===== src/rtl/sha256_pkg.sv =====
// Shared SHA-256 constants plus the feeder's state and pad-kind types.
package sha256_pkg;

  localparam int BLOCK_W  = 512;
  localparam int WORD_W   = 32;
  localparam int DIGEST_W = 256;
  localparam int IDX_W    = 7;  // byte index 0..64

  localparam logic [WORD_W-1:0] H0 = 32'h6a09e667;
  localparam logic [WORD_W-1:0] H1 = 32'hbb67ae85;
  localparam logic [WORD_W-1:0] H2 = 32'h3c6ef372;
  localparam logic [WORD_W-1:0] H3 = 32'ha54ff53a;
  localparam logic [WORD_W-1:0] H4 = 32'h510e527f;
  localparam logic [WORD_W-1:0] H5 = 32'h9b05688c;
  localparam logic [WORD_W-1:0] H6 = 32'h1f83d9ab;
  localparam logic [WORD_W-1:0] H7 = 32'h5be0cd19;
  localparam logic [DIGEST_W-1:0] IV = {H0, H1, H2, H3, H4, H5, H6, H7};

  typedef enum logic [2:0] {
    ST_FILL,
    ST_PAD,
    ST_ISSUE,
    ST_WAIT_LO,
    ST_WAIT_HI
  } feeder_state_e;

  typedef enum logic [1:0] {
    PAD2_NONE,
    PAD2_ZERO_HEAD,
    PAD2_80_HEAD
  } pad2_kind_e;

  // Bit position of the least significant bit of big-endian byte idx.
  function automatic logic [8:0] byte_lsb(input logic [5:0] idx);
    return 9'd504 - {idx, 3'b000};
  endfunction

endpackage


===== src/rtl/sha256_msg_feeder_if.sv =====
// Host byte stream, core handshake and digest signals of the feeder.
// Optional abort input is present when SHA256_FEEDER_ABORT_EN is defined.
//
// Byte handshake: a byte moves on a rising edge where in_valid && in_ready;
// the host holds in_data/in_last stable while in_valid=1 and in_ready=0.
interface sha256_msg_feeder_if;
  import sha256_pkg::*;

  logic                in_valid;
  logic                in_ready;
  logic [7:0]          in_data;
  logic                in_last;
  logic                core_start;
  logic                core_first_run;
  logic [BLOCK_W-1:0]  core_block;
  logic                core_ready;
  logic [DIGEST_W-1:0] core_hash;
  logic [DIGEST_W-1:0] digest;
  logic                digest_valid;
  logic                busy;
  feeder_state_e       state;
`ifdef SHA256_FEEDER_ABORT_EN
  logic                abort;

  modport master (
    input  in_valid, in_data, in_last, core_ready, core_hash, abort,
    output in_ready, core_start, core_first_run, core_block,
           digest, digest_valid, busy, state
  );
  modport slave (
    output in_valid, in_data, in_last, core_ready, core_hash, abort,
    input  in_ready, core_start, core_first_run, core_block,
           digest, digest_valid, busy, state
  );
`else
  modport master (
    input  in_valid, in_data, in_last, core_ready, core_hash,
    output in_ready, core_start, core_first_run, core_block,
           digest, digest_valid, busy, state
  );
  modport slave (
    output in_valid, in_data, in_last, core_ready, core_hash,
    input  in_ready, core_start, core_first_run, core_block,
           digest, digest_valid, busy, state
  );
`endif
endinterface


===== src/rtl/sha256_pad_gen.sv =====
// Combinational SHA-256 padding: pads a partial block at byte idx, or builds
// the dedicated second pad block when kind_i names one.
module sha256_pad_gen
  import sha256_pkg::*;
(
  input  logic [BLOCK_W-1:0] block_i,
  input  logic [IDX_W-1:0]   idx_i,
  input  logic [63:0]        len_i,
  input  pad2_kind_e         kind_i,
  output logic [BLOCK_W-1:0] block_o,
  output logic               final_o,
  output pad2_kind_e         pad2_o
);

  always_comb begin
    block_o = block_i;
    final_o = 1'b0;
    pad2_o  = PAD2_NONE;
    if (kind_i == PAD2_NONE) begin
      for (int j = 0; j < 64; j++) begin
        if (j == int'(idx_i)) begin
          block_o[8*(63-j) +: 8] = 8'h80;
        end else if (j > int'(idx_i)) begin
          block_o[8*(63-j) +: 8] = 8'h00;
        end
      end
      // Length fits only if the 0x80 marker landed at or before byte 55.
      if (idx_i <= 7'd55) begin
        block_o[63:0] = len_i;
        final_o       = 1'b1;
      end else if (idx_i <= 7'd63) begin
        pad2_o = PAD2_ZERO_HEAD;
      end else begin
        pad2_o = PAD2_80_HEAD;
      end
    end else begin
      block_o = '0;
      if (kind_i == PAD2_80_HEAD) begin
        block_o[BLOCK_W-1 -: 8] = 8'h80;
      end
      block_o[63:0] = len_i;
      final_o       = 1'b1;
    end
  end

endmodule


===== src/rtl/sha256_msg_feeder.sv =====
// Packs a host byte stream into padded 512-bit blocks and drives the SHA-256
// core block by block. Define SHA256_FEEDER_ABORT_EN to add the abort input.
module sha256_msg_feeder
  import sha256_pkg::*;
#(
  parameter int LEN_W = 64
) (
  input  logic clk,
  input  logic rst_n,
  sha256_msg_feeder_if.master bus
);

  feeder_state_e       state_q, state_d;
  logic [IDX_W-1:0]    idx_q, idx_d;
  logic [LEN_W-1:0]    len_q, len_d;
  logic                first_q, first_d;
  logic                final_q, final_d;
  pad2_kind_e          pad2_q, pad2_d;
  logic [BLOCK_W-1:0]  block_q, block_d;
  logic [DIGEST_W-1:0] digest_q, digest_d;
  logic                digest_valid_q, digest_valid_d;
  logic                busy_q, busy_d;
`ifdef SHA256_FEEDER_ABORT_EN
  logic                discard_q, discard_d;
`endif

  logic               xfer;
  logic [BLOCK_W-1:0] pad_block;
  logic               pad_final;
  pad2_kind_e         pad_pad2;
  pad2_kind_e         pad_kind;

  assign bus.in_ready       = (state_q == ST_FILL);
  assign bus.core_start     = (state_q == ST_ISSUE);
  assign bus.core_first_run = (state_q == ST_ISSUE) && first_q;
  assign bus.core_block     = block_q;
  assign bus.digest         = digest_q;
  assign bus.digest_valid   = digest_valid_q;
  assign bus.busy           = busy_q;
  assign bus.state          = state_q;

  assign xfer     = bus.in_valid && (state_q == ST_FILL);
  assign pad_kind = (state_q == ST_WAIT_HI) ? pad2_q : PAD2_NONE;

  sha256_pad_gen u_pad_gen (
    .block_i (block_q),
    .idx_i   (idx_q),
    .len_i   (64'(len_q)),
    .kind_i  (pad_kind),
    .block_o (pad_block),
    .final_o (pad_final),
    .pad2_o  (pad_pad2)
  );

  always_comb begin
    state_d        = state_q;
    idx_d          = idx_q;
    len_d          = len_q;
    first_d        = first_q;
    final_d        = final_q;
    pad2_d         = pad2_q;
    block_d        = block_q;
    digest_d       = digest_q;
    digest_valid_d = 1'b0;
    busy_d         = busy_q;
`ifdef SHA256_FEEDER_ABORT_EN
    discard_d      = discard_q;
`endif
    unique case (state_q)
      ST_FILL: begin
        if (xfer) begin
          block_d[byte_lsb(idx_q[5:0]) +: 8] = bus.in_data;
          idx_d  = idx_q + 7'd1;
          len_d  = len_q + LEN_W'(8);
          busy_d = 1'b1;
          if (bus.in_last) begin
            state_d = ST_PAD;
          end else if (idx_q == 7'd63) begin
            state_d = ST_ISSUE;
            final_d = 1'b0;
          end
        end
      end
      ST_PAD: begin
        block_d = pad_block;
        final_d = pad_final;
        pad2_d  = pad_pad2;
        state_d = ST_ISSUE;
      end
      ST_ISSUE: begin
        first_d = 1'b0;
        state_d = ST_WAIT_LO;
      end
      ST_WAIT_LO: begin
        // core_ready may still be high from the previous block.
        if (!bus.core_ready) state_d = ST_WAIT_HI;
      end
      ST_WAIT_HI: begin
        if (bus.core_ready) begin
          if (final_q) begin
            digest_d       = bus.core_hash;
            digest_valid_d = 1'b1;
            first_d        = 1'b1;
            len_d          = '0;
            idx_d          = '0;
            busy_d         = 1'b0;
            block_d        = '0;
            pad2_d         = PAD2_NONE;
            state_d        = ST_FILL;
          end else if (pad2_q != PAD2_NONE) begin
            block_d = pad_block;
            final_d = 1'b1;
            pad2_d  = PAD2_NONE;
            state_d = ST_ISSUE;
          end else begin
            idx_d   = '0;
            block_d = '0;
            state_d = ST_FILL;
          end
`ifdef SHA256_FEEDER_ABORT_EN
          if (discard_q) begin
            digest_d       = digest_q;
            digest_valid_d = 1'b0;
            first_d        = 1'b1;
            len_d          = '0;
            idx_d          = '0;
            busy_d         = 1'b0;
            block_d        = '0;
            pad2_d         = PAD2_NONE;
            discard_d      = 1'b0;
            state_d        = ST_FILL;
          end
`endif
        end
      end
      default: state_d = ST_FILL;
    endcase
`ifdef SHA256_FEEDER_ABORT_EN
    if (bus.abort) begin
      if (state_q == ST_FILL || state_q == ST_PAD) begin
        state_d = ST_FILL;
        idx_d   = '0;
        len_d   = '0;
        first_d = 1'b1;
        busy_d  = 1'b0;
        block_d = '0;
        pad2_d  = PAD2_NONE;
      end else begin
        discard_d = 1'b1;
      end
    end
`endif
  end

  always_ff @(posedge clk or negedge rst_n) begin
    if (!rst_n) begin
      state_q        <= ST_FILL;
      idx_q          <= '0;
      len_q          <= '0;
      first_q        <= 1'b1;
      final_q        <= 1'b0;
      pad2_q         <= PAD2_NONE;
      block_q        <= '0;
      digest_q       <= '0;
      digest_valid_q <= 1'b0;
      busy_q         <= 1'b0;
`ifdef SHA256_FEEDER_ABORT_EN
      discard_q      <= 1'b0;
`endif
    end else begin
      state_q        <= state_d;
      idx_q          <= idx_d;
      len_q          <= len_d;
      first_q        <= first_d;
      final_q        <= final_d;
      pad2_q         <= pad2_d;
      block_q        <= block_d;
      digest_q       <= digest_d;
      digest_valid_q <= digest_valid_d;
      busy_q         <= busy_d;
`ifdef SHA256_FEEDER_ABORT_EN
      discard_q      <= discard_d;
`endif
    end
  end

endmodule


===== src/flat_wrapper.sv =====
// flat-port wrapper written by rule: the top's interface ports become plain ports
module sha256_msg_feeder_flat import sha256_pkg::*;
#(
  parameter int LEN_W = 64
)
  (clk, rst_n, bus_in_valid, bus_in_data, bus_in_last, bus_core_ready, bus_core_hash, bus_in_ready, bus_core_start, bus_core_first_run, bus_core_block, bus_digest, bus_digest_valid, bus_busy, bus_state);
  sha256_msg_feeder_if bus_i ();
  input  logic clk;
  input  logic rst_n;
  input wire logic [$bits(bus_i.in_valid)-1:0] bus_in_valid;
  input wire logic [$bits(bus_i.in_data)-1:0] bus_in_data;
  input wire logic [$bits(bus_i.in_last)-1:0] bus_in_last;
  input wire logic [$bits(bus_i.core_ready)-1:0] bus_core_ready;
  input wire logic [$bits(bus_i.core_hash)-1:0] bus_core_hash;
  output wire logic [$bits(bus_i.in_ready)-1:0] bus_in_ready;
  output wire logic [$bits(bus_i.core_start)-1:0] bus_core_start;
  output wire logic [$bits(bus_i.core_first_run)-1:0] bus_core_first_run;
  output wire logic [$bits(bus_i.core_block)-1:0] bus_core_block;
  output wire logic [$bits(bus_i.digest)-1:0] bus_digest;
  output wire logic [$bits(bus_i.digest_valid)-1:0] bus_digest_valid;
  output wire logic [$bits(bus_i.busy)-1:0] bus_busy;
  output wire logic [$bits(bus_i.state)-1:0] bus_state;
  assign bus_i.in_valid = bus_in_valid;
  assign bus_i.in_data = bus_in_data;
  assign bus_i.in_last = bus_in_last;
  assign bus_i.core_ready = bus_core_ready;
  assign bus_i.core_hash = bus_core_hash;
  assign bus_in_ready = bus_i.in_ready;
  assign bus_core_start = bus_i.core_start;
  assign bus_core_first_run = bus_i.core_first_run;
  assign bus_core_block = bus_i.core_block;
  assign bus_digest = bus_i.digest;
  assign bus_digest_valid = bus_i.digest_valid;
  assign bus_busy = bus_i.busy;
  assign bus_state = bus_i.state;
  sha256_msg_feeder #(.LEN_W(LEN_W)) u_core (.clk(clk), .rst_n(rst_n), .bus(bus_i));
endmodule

===== config.mk =====
export PLATFORM = sky130hd
export DESIGN_NAME = sha256_msg_feeder_flat
export DESIGN_NICKNAME = d
export VERILOG_FILES = /design/src/rtl/sha256_pkg.sv /design/src/rtl/sha256_msg_feeder_if.sv /design/src/rtl/sha256_pad_gen.sv /design/src/rtl/sha256_msg_feeder.sv /design/src/flat_wrapper.sv
export SDC_FILE = /design/constraint.sdc
export NUM_CORES = 2
export LEC_CHECK = 0
export CORE_AREA = 2 2 409 411
export DETAILED_ROUTE_END_ITERATION = 16
export DIE_AREA = 0 0 411 413
export HOLD_SLACK_MARGIN = 0.15
export PLACE_DENSITY = 0.52
export SETUP_SLACK_MARGIN = 0.15
export SLEW_MARGIN = 10
export SYNTH_ARGS = -nofsm -noshare
export SYNTH_HDL_FRONTEND = slang
export SYNTH_SLANG_ARGS = --single-unit

===== constraint.sdc =====
create_clock -name clk -period 4.05 [get_ports clk]
set_clock_uncertainty 0.05 [all_clocks]
set_input_delay 1.215 -clock clk [delete_from_list [all_inputs] [get_ports clk]]
set_output_delay 1.215 -clock clk [all_outputs]
set_load 0.02 [all_outputs]

* After elaboration in Yosys (flattened, before gate mapping)
Cells that the tools add are included.
** Storage, ports and cells
- Bits in registers :: 848
- Input bits :: 269
- Output and inout bits :: 776
- Word-level logic and storage cells :: 357
** Operators by class
- $add $sub $neg :: 4
- Magnitude comparators :: 65
- Equal/unequal tests :: 78
- Shift-type cells :: 2
- Mux-type cells :: 180
- Reductions and logical operators :: 18
** Operator list (number)
- 2-to-1 mux 512 bit :: 5
- case mux 512 bit (3 select lines) :: 1
- 2-to-1 mux 8 bit :: 128
- bitwise mux 512 bit :: 1
- variable shift 8 x 11 -> 512 bit, first input constant :: 1
- variable part select 8 x 11 -> 512 bit :: 1
- 2-to-1 mux 64 bit :: 4
- equality test 7 bit, first input constant :: 32
- > comparator 6 x 7 -> 1 bit, first input constant :: 32
- case mux 64 bit (2 select lines) :: 1
- equality test 6 x 7 -> 1 bit, first input constant :: 16
- > comparator 5 x 7 -> 1 bit, first input constant :: 16
- adder 64 x 4 -> 64 bit, second input constant :: 1
- equality test 5 x 7 -> 1 bit, first input constant :: 8
- > comparator 4 x 7 -> 1 bit, first input constant :: 8
- equality test 4 x 7 -> 1 bit, first input constant :: 4
- > comparator 3 x 7 -> 1 bit, first input constant :: 4
- 2-to-1 mux 7 bit :: 4
- 2-to-1 mux 3 bit :: 6
- 2-to-1 mux 1 bit :: 16
- 2-to-1 mux 2 bit :: 8
- case mux 3 bit (5 select lines) :: 1
- equality test 3 x 7 -> 1 bit, first input constant :: 2
- > comparator 2 x 7 -> 1 bit, first input constant :: 2
- other kinds (27) :: 45

* Longest topological paths before layout
- Word-level depth :: 9
- Mapped depth :: 12
- Mapped depth without buffers :: 8

* Modules after synthesis
Synthesis repeated with hierarchy kept, for this count alone.
** Second synthesis, totals
- Cell total of the unflattened synthesis :: 4478
- Area, all modules :: 44554.0 um^2
** Modules (own cells, without submodules)
- sha256_msg_feeder :: times used 1, cells an instance 3599, area each 39437.8 um^2, sequential area each 21146.5 um^2
- sha256_pad_gen :: times used 1, cells an instance 879, area each 5116.2 um^2, sequential area each 0.0 um^2

* Worst setup path before layout
Ideal clock, no wire load.
- Path type :: flip-flop to output port
- Start point :: register u_core.state_q[1] (netlist: u_core.bus.state[1])
- End point :: output bus_core_first_run
- Data arrival time :: 1979 ps
- Required time :: 2785 ps
- Slack :: 806 ps
- Cell stages (with the launch flop) :: 6
- Buffers on the path :: 2
- Path through :: dfrtp_1 -> clkbuf_1 -> buf_2 -> inv_1 -> nor3_1 -> and2_1
** Between the ends
- Longest elaborated chain between the ends :: 2
** Ends and longest elaborated chain
- start, declared :: line sha256_msg_feeder.sv:13 : feeder_state_e state_q, state_d;
- start signal, assigned :: line sha256_msg_feeder.sv:171 : state_q <= state_d;
- equality test 3 x 2 -> 1 bit
- via bus_core_start :: line flat_wrapper.sv:16 : output wire logic [$bits(bus_i.core_start)-1:0] bus_core_start;
- logical AND 1 bit :: line sha256_msg_feeder.sv:35 : assign bus.core_first_run = (state_q == ST_ISSUE) && first_q;
- end, declared :: line flat_wrapper.sv:17 : output wire logic [$bits(bus_i.core_first_run)-1:0] bus_core_first_run;
The timed path passes the listed nets, and every way through them passes these cells.

* Worst setup path in the final report
- Start point :: register u_core.state_q[1] (netlist: u_core.bus.state[1])
- End point :: output bus_core_first_run
** Between the ends
- Longest elaborated chain between the ends :: 2
** Ends and longest elaborated chain (line)
- equality test 3 x 2 -> 1 bit :: sha256_msg_feeder.sv:35
- logical AND 1 bit :: sha256_msg_feeder.sv:35
No other way between the ends.

==> results.sh <==
export IMPL_yosysSeqAreaShare_pct=57.9
export IMPL_peakVddDrop_uv=464
export IMPL_cts_root_buf="clkbuf_16"
export IMPL_path_class="reg -> out"
export IMPL_power_frac_comb_pct=41.8
export IMPL_p_int_mw=21.6
export IMPL_r2r_start="u_core.idx_q[0]"
export IMPL_dpl_hpwl_um=156000
export IMPL_post_cts_resized=3
export IMPL_critPathMaxStageDelay_ps=500
export IMPL_synthArstFlopShare_pct=100
export IMPL_place_congestion=1.00
export IMPL_fp_coreArea_um2=166000
export IMPL_path_max_fanout=18
export IMPL_dieWidth_um=411
export IMPL_syn_to_final_growth_pct=52.0
export IMPL_cts_hold_buffers_added=0
export IMPL_syn_instance_count=3114
export IMPL_cts_inserted_buffers=102
export IMPL_drt_vias_per_instance=4.97
export IMPL_place_area_um2=51900
export IMPL_yosys_top_cells_area="dfrtp_1 (58%), mux2_2 (7.9%), o2bb2ai_1 (7.8%), a22o_1 (3.2%), nand2_1 (2.4%)"
export IMPL_fin_util_pct=33.5
export IMPL_seqPwrFrac_pct=30.7
export IMPL_drcViolationCount=0
export IMPL_max_slew_margin_pct=27.2
export IMPL_cp_cell_sequence="buf_4 -> inv_1 -> nor3_2 -> and2_1 -> buf_4"
export IMPL_finalPower_mw=36.2
export IMPL_clkSlewWorstSetupHoldPaths_ps=60
export IMPL_synth_cell_types=82
export IMPL_synth_flop_cell="dfrtp_1"
export IMPL_syn_cell_area_um2=36500
export IMPL_die_area_um2=170000
export IMPL_routedWlPerCell_um=29.8
export IMPL_grt_pass1_vias=33600
export IMPL_cts_setup_buffers=0
export IMPL_wirelength_um=199000
export IMPL_cts_tree="yes"
export IMPL_dp_cells=6484
export IMPL_cp_start_kind="flip-flop"
export IMPL_cap_violations=0
export IMPL_critPathMostFrequentCell="buf_4"
export IMPL_reg2reg_depth=7
export IMPL_synth_most_common_cell="dfrtp_1"
export IMPL_design_area_um2=55500
export IMPL_fmax_mhz=277
export IMPL_grt_usage_pct=22.7
export IMPL_yosysTopAreaCell="dfrtp_1"
export IMPL_yosysWarnings=0
export IMPL_final_layout_size_suffix_gt1_share_pct=18.5
export IMPL_final_max_slew_viol_count=0
export IMPL_finalCritPeriodShare_pct=89.1
export IMPL_synth_top_area_share_pct=57.8
export IMPL_layoutNonFillerInstCount=6674
export IMPL_power_switching_mw=14.6
export IMPL_fin_crit_ps=3610
export IMPL_io_pins=1045
export IMPL_drtIter0Drc=3065
export IMPL_cts_buffer_depth=3
export IMPL_syn_num_nets=3389
export IMPL_hold_viol=0
export IMPL_ant_nets=0
export IMPL_ys_ff_latch=845
export IMPL_reg2reg_to="u_core.bus.core_block[275]"
export IMPL_htree_levels=3
export IMPL_hold_class="in -> async"
export IMPL_synth_commonest_cells="dfrtp_1 (844), o2bb2ai_1 (325), mux2_2 (256)"
export IMPL_cp_end_kind="primary output"
export IMPL_fin_nets=4659
export IMPL_vias=33200
export IMPL_finalSetupViolations=0
export IMPL_cp_slowest_cell="nor3_2"
export IMPL_die_height_um=413
export IMPL_rrSetupSlack_ps=440
export IMPL_initial_core_util_pct=22.0
export IMPL_p_leak_nw=22.9
export IMPL_first_pass_iters=6
export IMPL_fp_row_count=150
export IMPL_power_density_nw_per_um2=651
export IMPL_cts_sinks=845
export IMPL_swShare_pct=40.3
export IMPL_antenna_found_initial=26
export IMPL_num_fill_cells=16900
export IMPL_crit_required_ps=2780
export IMPL_clockPowerShare_pct=27.5
export IMPL_status="finished clean"
export IMPL_synth_edf_count=0
export IMPL_worst_pin_slew_ps=1090
export IMPL_grt_max_degree=108
export IMPL_avgSynthCellArea_um2=11.7
export IMPL_rsz0062_at_grt="no"
export IMPL_arrival_ps=2350
export IMPL_io_buffers=1044
export IMPL_grt_pass1_wl_um=273000
export IMPL_clock_latency_ps=770
export IMPL_grt_ovfl_total=0
## cells in the final DEF (no fill, tap or decap), drive strengths merged, types with 20 or more instances in the layout
cell type	instances
dfrtp	844
nand2	236
a31oi	20
o2bb2ai	325
or2	21
a22o	135
a21o	21
buf	334
clkinv	24
nand4	25
inv	37
nor2	190
a32oi	23
a32o	24
and2	29
a21oi	91
o21ai	189
xnor2	40
clkdlybuf4s50	1033
nand3	61
clkbuf	140
nor4	22
nor3	61
nand2b	23
mux2	256
a22oi	42
o22ai	20
## worst max-delay path by stage
| stage | start | end | slack (ps) | cells after the start |
|---|---|---|---|---|
| final | u_core.bus.state[1] | bus_core_first_run | 440 | 5 |
| after global routing | u_core.bus.state[0] | bus_in_ready | 310 | 3 |
| after CTS | u_core.bus.state[0] | bus_in_ready | 150 | 3 |
| after detailed placement | bus_core_ready | u_core.bus.core_block[147] | -130 | 9 |
| after global placement | bus_core_ready | u_core.bus.core_block[145] | -150 | 9 |
| after floorplan | u_core.bus.state[1] | bus_core_first_run | 810 | 5 |
## power by group through the flow
| stage | logic (mW) | registers, mW | clock network [mW] |
|---|---|---|---|
| after floorplan | 4.70 | 12.6 | 0 |
| after global placement | 15.0 | 11.2 | 0 |
| after detailed placement | 15.0 | 11.2 | 0 |
| after CTS | 15.1 | 11.1 | 10.2 |
| after global routing | 15.7 | 11.3 | 10.5 |
| final | 15.1 | 11.1 | 9.94 |
## layer usage
layer	global-route usage (%)	vias to the layer above	share of wire (%)
met5	0	-	0.10
met4	9.47	32	4.6
met3	6.63	396	9.1
met2	38.6	1734	49
met1	26.5	16800	38
li1	-	14200	-
## cells by family (layout without fill, tap and decap cells)
group | count (synthesis) | in the layout | share of synthesized area, %
adders and majority gates | 6 | 6 | 0.205
and+or+nand+nor | 734 | 734 | 9.54
DFF | 845 | 845 | 57.9
AOI/OAI and AO/OA | 982 | 982 | 20.6
buffers and inverters | 237 | 1587 | 2.63
other | 0 | 6 | 0
muxes | 256 | 256 | 7.89
xor gates and xnor gates | 54 | 54 | 1.29
## registers in the layout, summed over array words and instances (netlist names)
name	cells
u_core.bus.core_block	512
u_core.bus.state	3
u_core.bus.digest	256
u_core.pad2_q	2
u_core.len_q	61
u_core.bus.busy	1
u_core.final_q	1
u_core.bus.digest_valid	1
u_core.first_q	1
u_core.idx_q	7
## cell type report
cell class	count	area (um^2)	area share [%]
diodes	6	15.0	0.0270
clock buffers	139	2840	5.12
clock inverters	45	776	1.40
inverters	35	131	0.237
multi-input cells	2032	14500	26.1
flip-flops and latches	845	21100	38.1
well taps	2204	2760	4.96
repair buffers	1368	13400	24.1
## worst max-delay path, delay by kind of cell, from the launching register on
| family | cells | cell delay (ps) |
|---|---|---|
| buf+inv | 3 | 530 |
| flops | 1 | 340 |
| simple gates | 2 | 710 |
## stage by stage
stage                     hold slack, ps  setup WS, ps  setup TNS (ps)
after floorplan                      401           806               0
after global placement               410          -154           -5090
after detailed placement             422          -132           -3700
after CTS                            329           146               0
after global routing                 353           308               0
final                                372           440               0
No activity file was read; power rests on OpenSTA's default activity.
